===== src/rtl/color_cycle_monitor.sv =====
// color_cycle_monitor: glitch-filtered checker of the R>Y>G>C>B>M colour cycle; in clk/reset/red_in/green_in/blue_in, out color/color_valid/step/locked/seq_error/timing_error/dwell_count/error_count
module color_cycle_monitor #(
  parameter int BLINK_INTERVAL = 2000000,
  parameter int TOLERANCE = 16,
  parameter int STABLE_CYCLES = 4,
  localparam int DW = $clog2(BLINK_INTERVAL + TOLERANCE + 1) + 1
) (
  input  logic          clk,
  input  logic          reset,
  input  logic          red_in,
  input  logic          green_in,
  input  logic          blue_in,
  output logic [2:0]    color,
  output logic          color_valid,
  output logic          step,
  output logic          locked,
  output logic          seq_error,
  output logic          timing_error,
  output logic [DW-1:0] dwell_count,
  output logic [7:0]    error_count
);
  localparam int HW = $clog2(STABLE_CYCLES + 1) + 1;
  typedef enum logic [1:0] {SEARCH, ACQUIRE, LOCKED} state_t;
  state_t r_state, w_next;
  logic [2:0] r_samp, r_acc, w_in, w_succ_rgb, w_code;
  logic [HW-1:0] r_hold;
  logic w_acc, w_legal, w_succ, w_in_tol, w_stall, w_seq, w_tim;
  always_comb begin
    w_in = {red_in, green_in, blue_in};
    w_succ_rgb = r_acc == 3'b100 ? 3'b110 : r_acc == 3'b110 ? 3'b010 : r_acc == 3'b010 ? 3'b011 :
                 r_acc == 3'b011 ? 3'b001 : r_acc == 3'b001 ? 3'b101 : r_acc == 3'b101 ? 3'b100 : 3'b000;
    w_code = r_samp == 3'b100 ? 3'b010 : r_samp == 3'b110 ? 3'b011 : r_samp == 3'b011 ? 3'b101 :
             r_samp == 3'b001 ? 3'b001 : r_samp == 3'b101 ? 3'b100 : 3'b000;
    w_acc = r_hold == HW'(STABLE_CYCLES) && r_samp != r_acc;
    w_legal = r_samp != 3'b000 && r_samp != 3'b111;
    w_succ = w_legal && r_samp == w_succ_rgb;
    w_in_tol = int'(dwell_count) >= BLINK_INTERVAL - TOLERANCE && int'(dwell_count) <= BLINK_INTERVAL + TOLERANCE;
    w_stall = r_state == LOCKED && !w_acc && dwell_count == DW'(BLINK_INTERVAL + TOLERANCE);
    w_seq = w_acc && r_state != SEARCH && !w_succ;
    w_tim = !w_seq && (w_stall || (w_acc && r_state == LOCKED && !w_in_tol));
    w_next = !w_acc ? (w_stall ? SEARCH : r_state) : !w_legal ? SEARCH : r_state == SEARCH ? ACQUIRE :
             !w_succ ? ACQUIRE : (r_state == ACQUIRE || w_in_tol) ? LOCKED : ACQUIRE;
  end
  always_ff @(posedge clk) begin
    if (reset) begin
      r_state <= SEARCH;
      r_samp <= '0;
      r_acc <= '0;
      r_hold <= '0;
      color <= '0;
      color_valid <= 1'b0;
      step <= 1'b0;
      locked <= 1'b0;
      seq_error <= 1'b0;
      timing_error <= 1'b0;
      dwell_count <= '0;
      error_count <= '0;
    end else begin
      r_samp <= w_in;
      r_hold <= w_in != r_samp ? HW'(1) : r_hold == HW'(STABLE_CYCLES) ? r_hold : r_hold + 1'b1;
      r_state <= w_next;
      step <= w_acc;
      seq_error <= w_seq;
      timing_error <= w_tim;
      locked <= w_next == LOCKED;
      dwell_count <= w_acc ? DW'(1) : &dwell_count ? dwell_count : dwell_count + 1'b1;
      error_count <= (w_seq || w_tim) && error_count != 8'hff ? error_count + 1'b1 : error_count;
      if (w_acc) begin
        r_acc <= r_samp;
        color <= w_code;
        color_valid <= w_legal;
      end
    end
  end
endmodule

===== config.mk =====
export PLATFORM = sky130hd
export DESIGN_NAME = color_cycle_monitor
export DESIGN_NICKNAME = d
export VERILOG_FILES = /design/src/rtl/color_cycle_monitor.sv
export SDC_FILE = /design/constraint.sdc
export NUM_CORES = 1
export LEC_CHECK = 0
export ABC_AREA = 1
export CAP_MARGIN = 0
export CORE_ASPECT_RATIO = 0.75
export CORE_MARGIN = 2
export CORE_UTILIZATION = 58
export DETAILED_ROUTE_END_ITERATION = 8
export PLACE_DENSITY = 0.86
export SYNTH_ARGS = -nofsm -noshare
export SYNTH_HDL_FRONTEND = slang
export SYNTH_SLANG_ARGS = --single-unit

===== constraint.sdc =====
create_clock -name clk -period 4.5 [get_ports clk]
set_input_delay 0.9 -clock clk [delete_from_list [all_inputs] [get_ports clk]]
set_output_delay 0.9 -clock clk [all_outputs]
set_load 0.03 [all_outputs]

# [Word level (Yosys, flattened, before mapping)]
# Index checks and enable logic that the tools add are counted.
[totals] regBits=50
[classes] order_cmp=2 eq_ne=23 n_reduce_logical=25 n_mux=21 add_sub_neg=3
[ops] op="$mux W3" count=11
[ops] op="$add A22 B1 Y22 const B" count=1
[ops] op="$eq A22 B21 Y1 const B" count=1
[ops] op="$ge A22 B21 Y1 const B" count=1
[ops] op="$le A22 B21 Y1 const B" count=1
[ops] op="$reduce_and A22 Y1" count=1
[ops] op="$eq A3 B3 Y1 const B" count=6
[ops] op="$logic_and A1 B1 Y1" count=12
[ops] op="$mux W2" count=6
[ops] op="$eq A3 B2 Y1 const B" count=3
[ops] op="$add A8 B1 Y8 const B" count=1
[ops] op="$ne A8 B8 Y1 const B" count=1
[ops] op="$eq A3 B1 Y1 const B" count=2
[ops] op="$ne A3 B3 Y1" count=2
[ops] op="$add A4 B1 Y4 const B" count=1
[ops] op="$eq A2 B2 Y1 const B" count=2
[ops] op="$eq A4 B3 Y1 const B" count=1
[ops] op="$logic_not A1 Y1" count=4
[ops] op="$mux W1" count=4
[ops] op="$reduce_or A2 Y1" count=2
[ops] op="$eq A3 B3 Y1" count=1
[ops] op="$logic_or A1 B1 Y1" count=3
[ops] op="$ne A3 B3 Y1 const B" count=1
[ops] op="$reduce_bool A3 Y1" count=1
[ops] op="other kinds (5)" count=5

# [Depth between registers and ports, before layout]
# Gate-level depths: netlist of the first run.
[depth] word_depth=15 mapped_depth=15 ltp_nobuf=15

# [Least setup slack after synthesis of the first run]
# Ideal clock, no wire load.
[synth_path] path_kind="flip-flop to flip-flop" from="register dwell_count[0]" to="register dwell_count[18]" slack_ps=2560 t_arrival_ps=1832 required_ps=4391 path_stages_with_launch=12 path_cell_list="dfxtp_1 > ha_1 > nand3_1 > nor2_2 > nand4_1 > nor2_2 > nand2_2 > inv_2 > nor2_1 > xor2_1 > nand2_1 > inv_1"
[synth_via] elab_chain_cells=1
[synth_lines] element="start, declared" line="19" source="output logic [DW-1:0] dwell_count,"
[synth_lines] element="start signal, assigned" line="66" source="dwell_count <= w_acc ? DW'(1) : &dwell_count ? dwell_count : dwell_count + 1'b1;"
[synth_lines] element="$add A22 B1 Y22 / $reduce_and A22 Y1 (equally long branches)" line="66"
# Several ways; a longest one is shown, not always the timed one.
# A chain may end at the register's enable or synchronous reset.

==> results of run 1 <==
==> cell usage in the layout (no fill, tap or decap), types with 2 or more instances in the layout <==
| cell type | instances |
|---|---|
| nor2_2 | 10 |
| a31oi_1 | 5 |
| clkbuf_8 | 5 |
| nor3_2 | 3 |
| o21ai_0 | 24 |
| dfxtp_1 | 50 |
| inv_1 | 60 |
| nand3_2 | 2 |
| a21oi_1 | 17 |
| ha_1 | 5 |
| nand2_2 | 7 |
| xor2_1 | 17 |
| nor4_1 | 2 |
| o22ai_1 | 3 |
| nor2_1 | 33 |
| clkdlybuf4s50_1 | 42 |
| inv_2 | 5 |
| nand3_1 | 30 |
| nand2_4 | 2 |
| nand4_1 | 4 |
| xnor2_1 | 6 |
| o21ai_1 | 4 |
| clkinvlp_4 | 2 |
| a21oi_2 | 3 |
| nor3_1 | 9 |
| nand2_1 | 68 |
==> critical path, stage by stage <==
cell             delay [ns]
clkdlybuf4s50_1        0.77
nor2_4                 0.54
inv_1                  0.30
o22ai_1                0.22
==> path summary, 6_finish.rpt <==
path | start | endpoint | cells past startpoint
hold / removal | color[2] | color[2] | 2
setup reg to reg | dwell_count[0] | dwell_count[18] | 11
setup / recovery | reset | r_acc[0] | 4
hold reg to reg | color[2] | color[2] | 2
==> routing by layer <==
| layer | up-vias | global-route usage | share of wire |
|---|---|---|---|
| met1 | 1248 | 0.381 | 0.48 |
| met3 | 11 | 0.0478 | 0.074 |
| met2 | 124 | 0.386 | 0.43 |
| li1 | 1328 | - | - |
| met5 | - | 0 | 0 |
| met4 | 0 | 0.0685 | 0.014 |
==> flip-flops by register name, indices dropped and copies added (netlist names) <==
signal,count
dwell_count,22
step,1
color,3
r_state,2
locked,1
r_hold,4
r_acc,3
seq_error,1
r_samp,3
color_valid,1
timing_error,1
error_count,8
==> power breakdown <==
part           internal, W  switching [W]
logic            0.0000185      0.0000291
registers         0.000447     0.00000637
clock network     0.000165       0.000155
total             0.000631       0.000191
==> logic make-up after synthesis <==
group,count (synthesis)
AND/OR/NAND/NOR,179
AO/OA/AOI/OAI,59
buffers and inverters,71
flip-flops,50
adder cells (fa/ha/maj),5
XOR/XNOR,23
==> layout make-up <==
type	instances	area [sq um]	share of cell area
Tap cell	57	71.3	0.0213
Clock buffer	5	68.8	0.0205
Timing Repair Buffer	42	420	0.125
Multi-Input combinational cell	266	1500	0.446
Sequential cell	50	1000	0.299
Inverter	66	249	0.0743
Clock inverter	3	45.0	0.0134
==> through the flow <==
stage                     instances  total power, W  instance area [sq um]   util
after CTS                       489        0.000824                   3350  0.737
after global routing            489        0.000855                   3350  0.737
after floorplan                 387        0.000497                   2780      -
after global placement          481        0.000509                   3240  0.712
after detailed placement        481        0.000510                   3240  0.712
final                           489        0.000821                   3350  0.737
==> metrics, run 1 <==
Total GRT Usage=0.258; number of setup buffers added after CTS=0; crit path kind=input port to flop; final hold slack=between 0.4 and 0.5 ns; outcome=finished, final reports clean; crit path DAT=2.74 ns; worst slew pin tran=just over 0.7 ns; Overflow after GRT=0; post-synth top area share=0.360; crit share post-route=0.559; DR WL/cell=around 14 um; leakage=1.38 nW; clk_lat worst skew=between 0.3 and 0.4 ns; IO Port Bufs=42; io pins=43; # diodes=0; CTS tree=done; total routed wirelength=roughly 6600 um; Die X=~84 um; commonest cells in the netlist=nand2_1, inv_1, dfxtp_1; reg-to-reg slack, setup=between 2 and 2.5 ns; post-synth cell types=39; Clock Skew=about 0.0064 ns; average size of a mapped cell=7.19 sq um; DR iter-0 viols=295; largest cells by area after synthesis=dfxtp_1, nand2_1, inv_1; Synth Area in Compound Gates=0.118; Synth Area in Adders=0.0225; Gate Count Post-Synth=between 300 and 400; Initial Util=0.612; Pwr Density=245 nW/um^2; largest area contributor in the netlist=dfxtp_1; Yosys warning count=0; mux contribution to synthesized area=0; EDFF count, synth=0; Slew headroom=0.523; routed via count=between 2k and 3k; ANT nets after route=0; Crit Path Max Fanout=19; Max-Cap Viols=0; largest net degree at the start of global routing=20; Max Fclk=a little under 400 MHz; worst endpoint required time=4.72 ns; chip height=~64 um; XOR/XNOR Fraction of Synth Area=0.0724; VDD IR-drop max=0.000206 V; core area=4550 sq um; crit path time final=roughly 2.5 ns; pre-CTS WS=1.68 ns; Syn Nets=just under 400; global-route wire length before repair=between 10000 and 15000 um; RSZ-0062 raised after global routing=false; min-delay worst type=flop to flop; Post-CTS Resized=0; Primary FF master, synth=dfxtp_1; Post-Synth Simple-Gate Area=0.325; most common cell in the netlist=nand2_1; Slew Viols, Final=0; synthesized area=approximately 2800 sq um; hold_buf cts=0; async set or reset register ratio after synthesis=0; clock slew at reported path FFs=around 0.090 ns; Worst setup EP type=flop; via/cell ratio=~5.5; initial antenna violation count=0; post-synthesis sequential area ratio=0.360; CTS max path bufs=2; CTS Buf Count=5; vias in the first global route=roughly 2.4k; fillers=343; DRC=0; Yosys reg bits=50; CTS Root Cell=clkbuf_8; startpoint types=input port; Fin Setup TNS=0 ns; CTS Sinks=50; share of layout cells above drive strength 1=0.111; GPL Wtd Cong=approximately 0.9; row cnt=21; final setup vio count=0; nets=between 400 and 500; final hold violation count=0; CTS H-Tree Depth=2; Area Overhead vs Synth=20.5%; main combinational cell family by area after synthesis=simple AND/OR/NAND/NOR gates; Final WS setup=between 1.5 and 2 ns; DP HPWL=4850 um; DIE AREA=5370 sq um; Pre-Repair DR Iteration Count=5
No activity file was read; power rests on OpenSTA's default activity.
==> inputs of run 2 (changes only) <==
--- a/config.mk
+++ b/config.mk
@@ -9,9 +9,9 @@
 export CAP_MARGIN = 0
 export CORE_ASPECT_RATIO = 0.75
 export CORE_MARGIN = 2
-export CORE_UTILIZATION = 58
+export CORE_UTILIZATION = 54
 export DETAILED_ROUTE_END_ITERATION = 8
-export PLACE_DENSITY = 0.86
+export PLACE_DENSITY = 0.81
 export SYNTH_ARGS = -nofsm -noshare
 export SYNTH_HDL_FRONTEND = slang
 export SYNTH_SLANG_ARGS = --single-unit
==> constraint.sdc (replaced) <==
create_clock -name clk -period 2.35 [get_ports clk]
set_input_delay 0.47 -clock clk [delete_from_list [all_inputs] [get_ports clk]]
set_output_delay 0.47 -clock clk [all_outputs]
set_load 0.03 [all_outputs]
==> metrics, run 2 (synthesized netlist as in run 1, its figures left out) <==
GPL Wtd Cong=0.895 (was 0.901); CP peak stage delay=0.41 ns (was 0.77 ns); crit path kind=flop to flop (was input port to flop); Slew headroom=0.744 (was 0.523); CTS Buf Count=5 (unchanged); # diodes=0 (unchanged); register area=1000 sq um (unchanged); vias in the first global route=2336 (was 2390); global-route wire length before repair=11100 um (was 11200 um); Top Registers=dwell_count: 22 flops, error_count: 8 flops, r_hold: 4 flops (unchanged); final hold violation count=0 (unchanged); worst endpoint required time=2.56 ns (was 4.72 ns); final hold slack=0.493 ns (was 0.475 ns); CTS H-Tree Depth=2 (unchanged); crit share post-route=0.919; Biggest register=dwell_count (unchanged); Pwr Density=442 nW/um^2 (was 245 nW/um^2); Crit Path Max Fanout=7 (was 19); min-delay worst type=flop to flop (unchanged); Die X=86.9 um (was 84.0 um); worst r2r src=dwell_count[0] (unchanged); IO Port Bufs=42 (unchanged); Initial Util=0.564 (was 0.612); number of setup buffers added after CTS=0 (unchanged); cell mode on critical path=nor2_2; fillers=428 (was 343); Clock Skew=0.00662 ns (was 0.00638 ns); worst setup path start=dwell_count[0] (was reset); VDD IR-drop max=0.000380 V (was 0.000206 V); io pins=43 (unchanged); share of layout cells above drive strength 1=0.113 (was 0.111); crit path DAT=2.37 ns (was 2.74 ns); Slew Viols, Final=0 (unchanged); leakage=1.39 nW (was 1.38 nW); row cnt=22 (was 21); RSZ-0062 raised after global routing=false (unchanged); Fin Setup TNS=0 ns (unchanged); largest net degree at the start of global routing=16 (was 20); HP Start=color[1] (was color[2]); CP max-delay cell=dfxtp_1 (was clkdlybuf4s50_1); DRC=0 (unchanged); hold_buf cts=0 (unchanged); Pre-Repair DR Iteration Count=5 (unchanged); Overflow after GRT=0 (unchanged); clock slew at reported path FFs=0.09 ns (about the same); Max-Cap Viols=0 (unchanged); via/cell ratio=5.33 (was 5.54); DR iter-0 viols=291 (was 295); multi-input logic area=1500 sq um (unchanged); worst slew pin tran=0.383 ns (was 0.713 ns); core area=4930 sq um (was 4550 sq um); CTS Root Cell=clkbuf_8 (unchanged); Max Fclk=463 MHz; most common library cell in the layout ignoring fill and taps=nand2_1 (unchanged); routed via count=2634 (was 2711); startpoint types=flop (was input port); CP delay by family, top=simple AND/OR/NAND/NOR gates (was buffers and inverters); crit path time final=2.16 ns; CTS Sinks=50 (unchanged); DR WL/cell=13.6 um (about the same); Total GRT Usage=0.249 (was 0.258); final setup vio count=0 (unchanged); CTS max path bufs=2 (unchanged); most frequent cells in the layout=nand2_1, inv_1, dfxtp_1 (unchanged); max reg flops=22 (unchanged); CTS tree=done (unchanged); initial antenna violation count=0 (unchanged); total routed wirelength=6720 um (was 6650 um); outcome=finished, final reports clean (unchanged); DIE AREA=5750 sq um (was 5370 sq um); critical-path cell list=ha_1, nand3_1, nor2_2, nand4_1, nor2_2, nand2_2, inv_2, nor2_1, xor2_1, nand2_1, inv_1 (was clkdlybuf4s50_1, nor2_4, inv_1, o22ai_1); chip height=66.2 um (was 64.0 um); Worst setup EP type=flop (unchanged); Buf/Inv on CP=2 (unchanged); ANT nets after route=0 (unchanged); Area Overhead vs Synth=20.4% (was 20.5%); DP HPWL=5300 um (was 4850 um); nets=443 (was 441); Post-CTS Resized=0 (unchanged); clk_lat worst skew=0.30 ns (was 0.31 ns); reg-to-reg slack, setup=0.19 ns (was 2.36 ns)
run 2: final cells by class:
type                            count  area share
Multi-Input combinational cell    266       0.447
Sequential cell                    50       0.299
Timing Repair Buffer               44       0.130
Inverter                           66      0.0744
Clock buffer                        7      0.0258
Tap cell                           60      0.0224
Clock inverter                      1     0.00149
run 2: final timing paths:
| path | to | depth (start not counted) |
|---|---|---|
| worst max register to register | dwell_count[18] | 11 |
| worst min register to register | color[1] | 1 |
| worst max-delay path | dwell_count[18] | 11 |
| worst min-delay path | color[1] | 1 |
run 2: per-layer routing:
layer	wire, um	GRT usage	vias to the layer above
met5	0	0	-
met4	55	0.0645	0
met3	443	0.0612	5
met2	2810	0.348	85
met1	3410	0.378	1212
li1	-	-	1332
run 2: where the power goes:
part	internal, W	switching (W)	leakage [nW]
clock	0.000238	0.000276	0.0482
combinational	0.0000378	0.0000591	0.936
sequential	0.000855	0.0000124	0.404
run 2: metrics by stage:
step / utilization / instance area, sq um / worst slack (ns) / total power [W] / std cells
6_report: 0.680 / 3350 / 0.190 / 0.00148 / 494
5_1_grt: 0.680 / 3350 / 0.00709 / 0.00154 / 494
4_1_cts: 0.680 / 3350 / 0.204 / 0.00149 / 494
3_5_place_dp: 0.661 / 3260 / 0.226 / 0.000983 / 486
3_3_place_gp: 0.661 / 3260 / 0.256 / 0.000980 / 486
2_1_floorplan: - / 2780 / 0.410 / 0.000951 / 387
